## config.mk

```make
export PLATFORM = sky130hd
export DESIGN_NAME = fdd_motor_ctrl
export DESIGN_NICKNAME = d
export VERILOG_FILES = /design/src/rtl/fdd_motor_ctrl.sv
export SDC_FILE = /design/constraint.sdc
export NUM_CORES = 1
export LEC_CHECK = 0
export ABC_CLOCK_PERIOD_IN_PS = 2300
export BUFFER_PORTS_ARGS = -buffer_cell sky130_fd_sc_hd__buf_2
export CAP_MARGIN = 30
export CORE_MARGIN = 5
export CORE_UTILIZATION = 30
export DETAILED_ROUTE_END_ITERATION = 10
export PLACE_DENSITY = 0.57
export REMOVE_ABC_BUFFERS = 1
export SETUP_SLACK_MARGIN = 0.3
export SLEW_MARGIN = 25
export SYNTH_ARGS = -nofsm -noshare
export SYNTH_HDL_FRONTEND = slang
export SYNTH_SLANG_ARGS = --single-unit
```

## constraint.sdc

```tcl
create_clock -name clk -period 2.3 [get_ports clk]
set_input_delay 0.46 -clock clk [delete_from_list [all_inputs] [get_ports clk]]
set_output_delay 0.46 -clock clk [all_outputs]
set_load 0.03 [all_outputs]
```

## src/rtl/fdd_motor_ctrl.sv

```systemverilog
`default_nettype none
// ============================================================================
//  Module      : fdd_motor_ctrl
//  Description : Drive-side motor timing model for the MSX floppy subsystem.
//                Four independent per-drive FSMs model spin-up delay and a
//                post-request hold time. A shared rotation counter generates
//                the active-low index pulse for the selected drive.
//  Revision    : 1.0 - initial release
// ============================================================================
module fdd_motor_ctrl #(
   parameter int CLK_KHZ    = 21477,  // clk cycles per 1 ms tick
   parameter int DELAY_MS   = 300,    // spin-up time in ms ticks
   parameter int TIMEOUT_MS = 3000,   // hold time after request drops
   parameter int ROT_MS     = 200,    // one revolution in ms ticks
   parameter int INDEX_MS   = 4       // index low width in ms ticks
) (
   input  logic       clk,
   input  logic       reset,
   input  logic [3:0] motor_on,
   input  logic [1:0] USEL,
   input  logic [3:0] disk_present,
   output logic [3:0] motor_run,
   output logic       INDEXn
);

   // Prescaler width; a one-cycle tick period still needs a 1-bit register.
   localparam int c_PW      = (CLK_KHZ > 1) ? $clog2(CLK_KHZ) : 1;
   localparam int c_CNT_MAX = (DELAY_MS > TIMEOUT_MS) ? DELAY_MS : TIMEOUT_MS;
   localparam int c_CW      = (c_CNT_MAX > 0) ? $clog2(c_CNT_MAX + 1) : 1;
   localparam int c_RW      = $clog2(ROT_MS);

   localparam logic [c_PW-1:0] c_PRESC_LAST = c_PW'(CLK_KHZ - 1);
   localparam logic [c_CW-1:0] c_DELAY      = c_CW'(DELAY_MS);
   localparam logic [c_CW-1:0] c_TIMEOUT    = c_CW'(TIMEOUT_MS);
   localparam logic [c_RW-1:0] c_ROT_LAST   = c_RW'(ROT_MS - 1);
   localparam logic [c_RW-1:0] c_INDEX_W    = c_RW'(INDEX_MS);

   typedef enum logic [1:0] {
      ST_OFF    = 2'd0,
      ST_SPINUP = 2'd1,
      ST_RUN    = 2'd2,
      ST_HOLD   = 2'd3
   } drv_state_t;

   logic [c_PW-1:0] r_presc;
   logic            w_tick;
   logic [c_RW-1:0] r_rc;
   logic            r_indexn;
   logic [1:0]      r_usel;
   logic            w_active;
   logic            w_usel_chg;

   assign w_tick = (r_presc == c_PRESC_LAST);

   // Free-running ms prescaler; never restarted by drive activity.
   always_ff @(posedge clk) begin
      if (!reset) begin
         r_presc <= '0;
      end else if (w_tick) begin
         r_presc <= '0;
      end else begin
         r_presc <= r_presc + c_PW'(1);
      end
   end

   for (genvar gi = 0; gi < 4; gi++) begin : g_drive
      drv_state_t      r_state;
      drv_state_t      w_state_nxt;
      logic [c_CW-1:0] r_cnt;
      logic [c_CW-1:0] w_cnt_nxt;
      logic [c_CW-1:0] w_cnt_inc;

      assign w_cnt_inc = r_cnt + c_CW'(1);

      // Per-drive state and ms counter register.
      always_ff @(posedge clk) begin
         if (!reset) begin
            r_state <= ST_OFF;
            r_cnt   <= '0;
         end else begin
            r_state <= w_state_nxt;
            r_cnt   <= w_cnt_nxt;
         end
      end

      // Next-state logic: request level beats a coincident tick in SPINUP/HOLD.
      always_comb begin
         w_state_nxt = r_state;
         w_cnt_nxt   = r_cnt;
         case (r_state)
            ST_OFF: begin
               if (motor_on[gi]) begin
                  w_cnt_nxt   = '0;
                  w_state_nxt = (DELAY_MS == 0) ? ST_RUN : ST_SPINUP;
               end
            end
            ST_SPINUP: begin
               if (!motor_on[gi]) begin
                  w_state_nxt = ST_OFF;
                  w_cnt_nxt   = '0;
               end else if (w_tick) begin
                  if (w_cnt_inc == c_DELAY) begin
                     w_state_nxt = ST_RUN;
                     w_cnt_nxt   = '0;
                  end else begin
                     w_cnt_nxt = w_cnt_inc;
                  end
               end
            end
            ST_RUN: begin
               if (!motor_on[gi]) begin
                  w_state_nxt = ST_HOLD;
                  w_cnt_nxt   = '0;
               end
            end
            ST_HOLD: begin
               if (motor_on[gi]) begin
                  w_state_nxt = ST_RUN;
                  w_cnt_nxt   = '0;
               end else if (w_tick) begin
                  if (w_cnt_inc == c_TIMEOUT) begin
                     w_state_nxt = ST_OFF;
                     w_cnt_nxt   = '0;
                  end else begin
                     w_cnt_nxt = w_cnt_inc;
                  end
               end
            end
            default: begin
               w_state_nxt = ST_OFF;
               w_cnt_nxt   = '0;
            end
         endcase
      end

      // Running covers the hold period as well; decoded straight off the register.
      assign motor_run[gi] = (r_state == ST_RUN) || (r_state == ST_HOLD);
   end

   assign w_active   = motor_run[USEL] & disk_present[USEL];
   assign w_usel_chg = (USEL != r_usel);

   // Rotation counter and registered index pulse; a drive switch restarts the revolution.
   always_ff @(posedge clk) begin
      if (!reset) begin
         r_rc     <= '0;
         r_indexn <= 1'b1;
         r_usel   <= 2'd0;
      end else begin
         r_usel <= USEL;
         if (w_usel_chg || !w_active) begin
            r_rc     <= '0;
            r_indexn <= 1'b1;
         end else begin
            r_indexn <= !(r_rc < c_INDEX_W);
            if (w_tick) begin
               r_rc <= (r_rc == c_ROT_LAST) ? '0 : r_rc + c_RW'(1);
            end
         end
      end
   end

   assign INDEXn = r_indexn;

endmodule
`default_nettype wire

```

=== Yosys cells after proc, flatten, opt, wreduce, memory -nomap -nowiden ===
Cells that the tools add are included.

* Flip-flop bits (word level): 82
* Bits in writable memories: 0
* Input port bits: 12
* Memories kept: 0
* ROM bits: 0
* Bits in latches: 0
* Output and inout port bits: 5
* Logic and storage cells: 167

* Magnitude comparators: 2
* Reduce and logical (&&, ||, !) cells: 21
* Add/sub/neg operators: 6
* Multiplexer cells: 77
* Shift-type cells: 0
* Div/mod/pow operators: 0
* Multiply operators: 0
* Bitwise operators: 2
* Equality and inequality tests: 47

{| class="wikitable"
|+ Operators with widths
! kind !! count
|-
| $mux W12 || 32
|-
| $pmux W12 S4 || 4
|-
| $mux W2 || 32
|-
| $add A12 B1 Y12 const B || 4
|-
| $eq A12 B12 Y1 const B || 4
|-
| $eq A12 B9 Y1 const B || 4
|-
| $ne A3 B3 Y1 const B || 16
|-
| $pmux W2 S4 || 4
|-
| $reduce_and A6 Y1 || 4
|-
| $eq A2 B2 Y1 const B || 8
|-
| $ne A2 B2 Y1 const B || 8
|-
| $reduce_and A4 Y1 || 4
|-
| $add A15 B1 Y15 const B || 1
|-
| $eq A15 B15 Y1 const B || 1
|-
| $add A8 B1 Y8 const B || 1
|-
| $eq A2 B1 Y1 const B || 4
|-
| $eq A8 B8 Y1 const B || 1
|-
| $logic_not A2 Y1 || 4
|-
| $lt A8 B3 Y1 const B || 1
|-
| $mux W8 || 1
|-
| $logic_or A1 B1 Y1 || 5
|-
| $bmux W1 S2 || 2
|-
| $reduce_or A2 Y1 || 2
|-
| $lt A2 B3 Y1 const B || 1
|-
| other kinds (5) || 7
|}

=== Logic depth before layout (Yosys ltp) ===
Gate-level depths: netlist (run 1).

* Depth after elaboration: 8
* Gate-level depth with buffers: 11
* Mapped depth without buffers: 9

=== Worst setup path after synthesis (run 1) ===
OpenSTA, ideal clock, no wires.

* Path type: reg2reg
* From: register g_drive[2].r_cnt[0]
* To: register g_drive[2].r_state[0]
* Data arrival time: 2.297 ns
* Clock period less this slack: 2.425 ns
* Setup time: 0.128 ns
* Cell stages (with the launch flop): 10
* Setup slack: -0.125 ns
* Data required time: 2.172 ns
* Buffers on the path: 1
* Cell sequence: dfxtp_1 ha_1 nand2_1 or4b_2 o311ai_0 nor4bb_1 o22ai_1 clkbuf_1 a21oi_1 nor2_1

* Word-level cells in the longest chain between the ends: 4
* Elaborated cells on any way between the ends: 6
* Classes of those cells: add/sub: 1; eq/ne: 4; reduce/logical: 1

{| class="wikitable"
|+ RTL lines
! what !! RTL line !! text
|-
| from (decl) || 69 || <nowiki>logic [c_CW-1:0] r_cnt;</nowiki>
|-
| from (signal assigned) || 82 || <nowiki>r_cnt <= w_cnt_nxt;</nowiki>
|-
| $add A12 B1 Y12 (*) || 73 || <nowiki>assign w_cnt_inc = r_cnt + c_CW'(1);</nowiki>
|-
| $eq A12 B9 Y1 or $eq A12 B12 Y1 (tied branches) || 102, 121 ||
|-
| $ne A3 B3 Y1 (no source line) || n/a ||
|-
| $reduce_and A6 Y1 (no source line) (*) || n/a ||
|-
| to (signal assigned) || 81 || <nowiki>r_state <= w_state_nxt;</nowiki>
|-
| to (decl) || 67 || <nowiki>drv_state_t r_state;</nowiki>
|}

Every way passes the cells marked *; elsewhere a longest branch is shown, timed or not.
A chain may end at the register's enable or synchronous reset.

=== Final worst setup path (run 1) ===
* From: register r_presc[11]
* To: register g_drive[1].r_cnt[2]

* Word-level cells in the longest chain between the ends: 3
* Elaborated cells on any way between the ends: 4
* Classes of those cells: eq/ne: 3; reduce/logical: 1

{| class="wikitable"
|+ RTL lines
! what !! RTL line !! text
|-
| from (decl) || 45 || <nowiki>logic [c_PW-1:0] r_presc;</nowiki>
|-
| from (signal assigned) || 62 || <nowiki>r_presc <= r_presc + c_PW'(1);</nowiki>
|-
| $eq A15 B15 Y1 (*) || 53 || <nowiki>assign w_tick = (r_presc == c_PRESC_LAST);</nowiki>
|-
| $ne A3 B3 Y1 (no source line) || n/a ||
|-
| $reduce_and A4 Y1 (no source line) (*) || n/a ||
|-
| to (signal assigned) || 82 ||
|-
| to (decl) || 69 ||
|}

Marks and branches as above.

==> run metrics, run 1 <==
I/O pin count=17; Clock Skews=between 0.009 and 0.01 ns; status=finished with violations; number of detailed-routing iterations run before antenna repair=5; Setup Crit Path Kind=reg -> reg; number of buffers added by the clock tree synthesis step=9; post-detailed-route count of antenna-violating nets=0; count of buffers from port buffering=16; maximum achievable frequency=about 430 MHz; initial antenna violation count=0; post-layout util=between 40% and 50%; area delta synth->final=38.0%; initial standard-cell utilization of the core=between 30 and 40%; share of synthesized flip-flops with an asynchronous set or reset=0%; count of placed standard cells in the final layout, fillers left out=between 900 and 1k; Worst Hold Margin=between 0.3 and 0.4 ns; met2 layer wire length in the routed design=between 6 and 7 mm; die area=about 0.019 mm^2; share of the clock period used by the worst path after layout=101%; flop2flop setup slack=-0.02 ns; core box area=roughly 0.016 mm^2; Tightest Pin Transition=approximately 0.52 ns; count of nets after finishing=roughly 760; Critical Path Sink Type=flip-flop; slew margin rel.=between 60% and 70%; startpoint kind of the worst setup timing path=flip-flop; overflow left after global routing=0; worst endpoint required time=between 2 and 3 ns; dpl cells=a little over 900; reported leakage power=about 2.5 nW; number of global-route vias before repair=roughly 4.5k; Fin. Hold Viols=0; failing checks=setup timing; average cell area after synthesis=~7.6 um^2; Pwr Density=about 510 mW/mm^2; number of antenna cells inserted=0; shortest clock period the worst path allows after layout=roughly 2.3 ns; number of distinct library cells after synthesis=65; final instance area=between 0.006 and 0.007 mm^2; unrepaired setup endpoints after global routing=yes; top layer in use=met4; vertical die dimension=~140 um; Primary FF master, synth=dfxtp_1; CTS clock-pin slew for the worst setup and hold paths=approximately 0.07 ns; buffer cell driving the clock tree root=clkbuf_16; # H-tree levels=3; register area=0.00167 mm^2; Vias per Instance=between 5 and 6; WL met1=a little over 6 mm; total number of yosys warnings=0; placement-stage cell area=approximately 0.0058 mm^2; clock tree sinks=between 80 and 90; placer congestion estimate=slightly above 0.8; DRC Markers=0; total power=3.39 mW; class of the most critical hold timing path=in -> reg; setup slack of the critical path after layout=-0.0185 ns; Met3 Routed Length=between 500 and 600 um; footprint of the multi-input gates=0.00339 mm^2; Setup Slack @ Placement=-0.145 ns; post-DP HPWL=just under 9 mm; Slew Limit Fails=0; final-layout setup total negative slack=-0.0185 ns; DRC marker count from the first detailed-route iteration=approximately 210; width of the chip=around 140 um; vias after detailed routing=4875; final WL=around 13 mm; count of standard-cell rows=46; clock tree from TritonCTS=yes; clock insertion delay at the later pin of the skew report=about 0.35 ns; number of storage elements in the synthesis netlist=slightly above 80; Overall Global Routing Usage=13.5%; post-synthesis instance total=642; Final Setup Violations=1; largest net degree at the start of global routing=19; global-route wire length before repair=a little over 20 mm; CP arrival=around 2.6 ns; register area share after synthesis=around 34%; FILL cells=between 1.5k and 2k; average wire per standard cell=around 13 um; count of max-cap constraint violations=0; number of synthesized flops with an enable pin=0; largest fanout of any net on the critical path=7; fraction of layout instances using a drive strength above 1=32.0%; maximum count of clock buffers along a single path=2; mapped cell area=~0.0049 mm^2; largest vdd supply drop=0.000345 V
==> cell families (layout without fill, tap and decap cells) <==
logic type                 count (synthesis)  after routing  synth area share (%)
and+or+nand+nor                          310            310                  32.8
AOI/OAI and AO/OA                        136            136                  17.8
adders and majority gates                  8              8                  2.06
DFF                                       82             82                  33.7
xor gates and xnor gates                  43             43                  7.74
muxes                                      4              4                 0.848
buffers and inverters                     59            163                  5.06
==> flip-flops by register name, indices dropped and copies added, names as in the netlist, named ones only <==
| register | cells |
|---|---|
| r_rc | 8 |
| r_presc | 15 |
| INDEXn | 1 |
| r_usel | 2 |
| g_drive.r_state | 4 |
| g_drive.r_cnt | 48 |
==> path summary, 6_finish.rpt <==
path,from,endpoint,depth (start not counted)
max,r_presc[11],g_drive[1].r_cnt[2],8
min,USEL[1],r_usel[1],2
max reg2reg,r_presc[11],g_drive[1].r_cnt[2],8
min reg2reg,r_presc[9],r_presc[9],2
==> area by class of cell <==
type / count / area share [%]
multi-input cells: 501 / 50.5
repair buffers: 132 / 15.0
well taps: 216 / 4.02
clock buffers: 11 / 3.61
flip-flops and latches: 82 / 24.8
clock inverters: 5 / 1.27
inverters: 15 / 0.838
==> synthesized netlist by cell type, types with 2 or more instances <==
cell type	number	area [um^2]
a211oi_1	5	37.5
a21o_1	12	90.1
a21oi_1	36	180
a311oi_1	2	17.5
a31oi_1	11	68.8
a41oi_1	2	17.5
and2_1	11	68.8
and3_1	6	37.5
and4_1	5	43.8
buf_1	2	7.51
buf_2	4	20.0
buf_6	2	22.5
clkbuf_1	34	128
dfxtp_1	82	1640
ha_1	8	100
inv_1	14	52.6
mux2i_1	3	30.0
nand2_1	69	259
nand2b_1	7	43.8
nand3_1	44	220
nand3b_1	5	37.5
nand4_1	29	181
nand4b_1	6	52.6
nor2_1	71	267
nor2b_1	5	31.3
nor3_1	21	105
nor3b_1	4	30.0
nor4_1	6	37.5
nor4b_1	2	17.5
o211ai_1	7	52.6
o21a_1	3	22.5
o21ai_0	31	155
o21ai_1	3	15.0
o21bai_1	5	37.5
o31a_1	4	35.0
o31ai_1	2	15.0
or3_1	7	43.8
or4_1	4	30.0
xnor2_1	16	140
xor2_1	27	236
==> power by group <==
| part | switching [mW] | internal [mW] |
|---|---|---|
| sequential | 0.0243 | 1.44 |
| combinational | 0.184 | 0.146 |
| clock | 0.614 | 0.989 |
| total | 0.823 | 2.57 |
==> routing by layer <==
layer	global-route usage, %	vias up
met5	0	-
met4	4.60	0
met3	3.69	23
met2	21.5	88
met1	17.6	2259
li1	-	2505
==> critical path, stage by stage (launching register included) <==
cell,delay (ns)
dfxtp_1,0.31
or4b_4,0.53
or4_4,0.55
buf_4,0.17
a21oi_2,0.14
o31ai_2,0.11
buf_4,0.19
nor3b_2,0.17
a21o_1,0.09
==> placed cells by master, fill, tap and decap left out, drive strengths merged, types with 5 or more instances in the layout <==
cell,instances
and4,5
and2,11
nand3,44
xor2,27
buf,132
or3,7
o211ai,7
xnor2,16
o21ai,35
nor3,21
nand3b,5
nand2,69
dfxtp,82
a211oi,6
nand4,29
ha,8
a21o,12
a31oi,11
nand4b,6
a21oi,36
inv,16
nor4,8
nand2b,7
and3,6
o21bai,5
nor2b,5
nor2,71
clkbuf,11
==> repair_timing <==
item	4_1_cts	5_1_grt
pin swaps	31	22
buffers inserted	7	7
setup endpoints to repair	77	61
gates cloned	1	1
gates resized for setup	69	63
hold buffers	0	0
No activity file was read; power rests on OpenSTA's default activity.
==> run 2, diff against run 1 <==
CTS_BUF_LIST = sky130_fd_sc_hd__clkbuf_4 sky130_fd_sc_hd__clkbuf_8   (was not set)
==> run 2 against run 1 <==
The flow still finishes with violations (setup timing). Design area down 0.22%. Clock skew up 0.0064 ns. Critical path depth did not move. Maximum frequency grew 0.77%. Final cell count increased by 0.62%. Worst hold slack lost 0.019 ns. Wire length is 0.34% higher.
==> run metrics, run 2 (synthesis gave the netlist of run 1 again) <==
clock tree sinks=82; cell type group with the largest total delay on the critical path=simple AND/OR/NAND/NOR gates; number of global-route vias before repair=4471; unrepaired setup endpoints after global routing=yes; count of max-cap constraint violations=0; number of detailed-routing iterations run before antenna repair=5; critical hold path startpoint=USEL[1]; Pwr Density=around 450 mW/mm^2; Vias per Instance=slightly above 5; fraction of layout instances using a drive strength above 1=between 30% and 40%; placement-stage cell area=~0.0058 mm^2; count of nets after finishing=767; final WL=13.0 mm; class of the most critical hold timing path=in -> reg; Slowest-stage cell, CP=or4_4; largest net degree at the start of global routing=19; maximum count of clock buffers along a single path=2; reg2reg path depth=8; clock tree from TritonCTS=yes; die area=approximately 0.019 mm^2; Overall Global Routing Usage=a little over an eighth; vias after detailed routing=4910; worst endpoint required time=roughly 2.6 ns; status=finished with violations; reported leakage power=2.49 nW; average wire per standard cell=13.4 um; post-DP HPWL=roughly 8.7 mm; commonest non-fill, non-tap cells in the layout=106 x buf_4, 68 x nor2_1, 67 x nand2_1; FF-to-FF End=g_drive[1].r_cnt[2]; RR Startpoint=r_presc[11]; Fin. Hold Viols=0; Critical Path Sink Type=flip-flop; clock insertion delay at the later pin of the skew report=about 0.37 ns; global-route wire length before repair=20.8 mm; share of the clock period used by the worst path after layout=100%; number of logic stages on the critical path including buffering=8; most frequent standard cell in the layout excluding fill and tap cells=buf_4; largest fanout of any net on the critical path=7; buffer cell driving the clock tree root=clkbuf_8; I/O pin count=17; width of the chip=137 um; flop2flop setup slack=-0.0007 ns; Clock Skews=approximately 0.016 ns; DRC marker count from the first detailed-route iteration=between 200 and 250; final-layout setup total negative slack=-0.000727 ns; area delta synth->final=37.7%; startpoint kind of the worst setup timing path=flip-flop; CTS clock-pin slew for the worst setup and hold paths=about 0.090 ns; count of buffers from port buffering=16; maximum achievable frequency=approximately 430 MHz; Post-CTS Hold Fix Bufs=0; setup slack of the critical path after layout=-0.000727 ns; cell-by-cell listing of the critical path=or4b_4 -> or4_4 -> buf_4 -> a21oi_2 -> o31ai_2 -> buf_4 -> nor3b_2 -> a21o_1; Slew Limit Fails=0; most frequent cell on the critical path=buf_4; Final Setup Violations=1; shortest clock period the worst path allows after layout=about 2.3 ns; Setup Crit Path Kind=reg -> reg; number of buffers added by the clock tree synthesis step=9; vertical die dimension=137 um; Tightest Pin Transition=a little over 0.5 ns; FILL cells=~1.6k; DRC Markers=0; destination of the worst hold path=r_usel[1]; number of flip-flops in the largest register=between 40 and 50; leading registers by flop count=g_drive.r_cnt (48), r_presc (15), r_rc (8); CP arrival=roughly 2.6 ns; number of antenna cells inserted=0; highest cell delay on the worst timing path=about 0.55 ns; post-detailed-route count of antenna-violating nets=0; register with the most flip-flops=g_drive.r_cnt; failing checks=setup timing; depth of the worst hold-timing path=2; overflow left after global routing=0; final instance area=0.00670 mm^2; initial antenna violation count=0; placer congestion estimate=0.808; Buf+Inv Stages, Crit Path=2; # H-tree levels=3; slew margin rel.=roughly two thirds; largest vdd supply drop=between 0.0002 and 0.0003 V; count of standard-cell rows=46; core box area=0.0159 mm^2; initial standard-cell utilization of the core=30.6%
==> run 2: routing by layer <==
metal / global-route usage, % / up-vias / share of wire (%) / wire [um]
met5: 0 / - / 0 / 0
met3: 3.58 / 21 / 4.2 / 540
met1: 17.4 / 2282 / 47 / 6120
met2: 21.8 / 87 / 47 / 6080
li1: - / 2520 / - / -
met4: 4.49 / 0 / 2.0 / 262
==> run 2: repair_timing <==
action | CTS | global route
buffers inserted | 9 | 11
setup endpoints to repair | 77 | 61
cloned | 1 | 1
pin swaps | 26 | 23
gates resized for setup | 69 | 73
==> run 2: worst max path at each step <==
stage,to,slack (ns),startpoint
after floorplan,g_drive[3].r_cnt[2],-0.43,r_presc[11]
after detailed placement,g_drive[0].r_cnt[4],-0.15,r_presc[11]
after global placement,g_drive[3].r_cnt[2],-0.13,r_presc[11]
final,g_drive[1].r_cnt[2],-0.0007,r_presc[11]
after CTS,g_drive[0].r_cnt[3],0.02,r_presc[11]
after global routing,g_drive[0].r_cnt[3],-0.11,r_presc[11]
==> run 2: cell type report <==
type	count	area, um^2	area share [%]
clock inverters	5	85.1	1.27
clock buffers	11	145	2.17
inverters	15	56.3	0.840
repair buffers	138	1060	15.9
flip-flops and latches	82	1680	25.0
multi-input cells	501	3400	50.8
well taps	216	270	4.03
==> run 2: worst register-to-register path, cell delays in order (launching register included) <==
cell and delay, ns:
dfxtp_1 0.32, or4b_4 0.53, or4_4 0.55, buf_4 0.17, a21oi_2 0.14, o31ai_2 0.10, buf_4 0.18, nor3b_2 0.17
a21o_1 0.09
==> run 2: stage by stage <==
step / hold slack, ns / instances / power [mW] / util (%) / setup slack [ns]
2_1_floorplan: 0.458 / 598 / 1.63 / - / -0.430
3_3_place_gp: 0.479 / 930 / 1.78 / 36.5 / -0.126
3_5_place_dp: 0.482 / 930 / 1.78 / 36.5 / -0.145
4_1_cts: 0.312 / 956 / 3.04 / 40.0 / 0.0242
5_1_grt: 0.312 / 968 / 3.16 / 42.2 / -0.105
6_report: 0.340 / 968 / 3.01 / 42.2 / -0.000727
==> run 2: report_power, final <==
group          internal, mW  switching, mW
registers              1.43         0.0241
logic                 0.149          0.185
clock network         0.661          0.559
total                  2.24          0.768
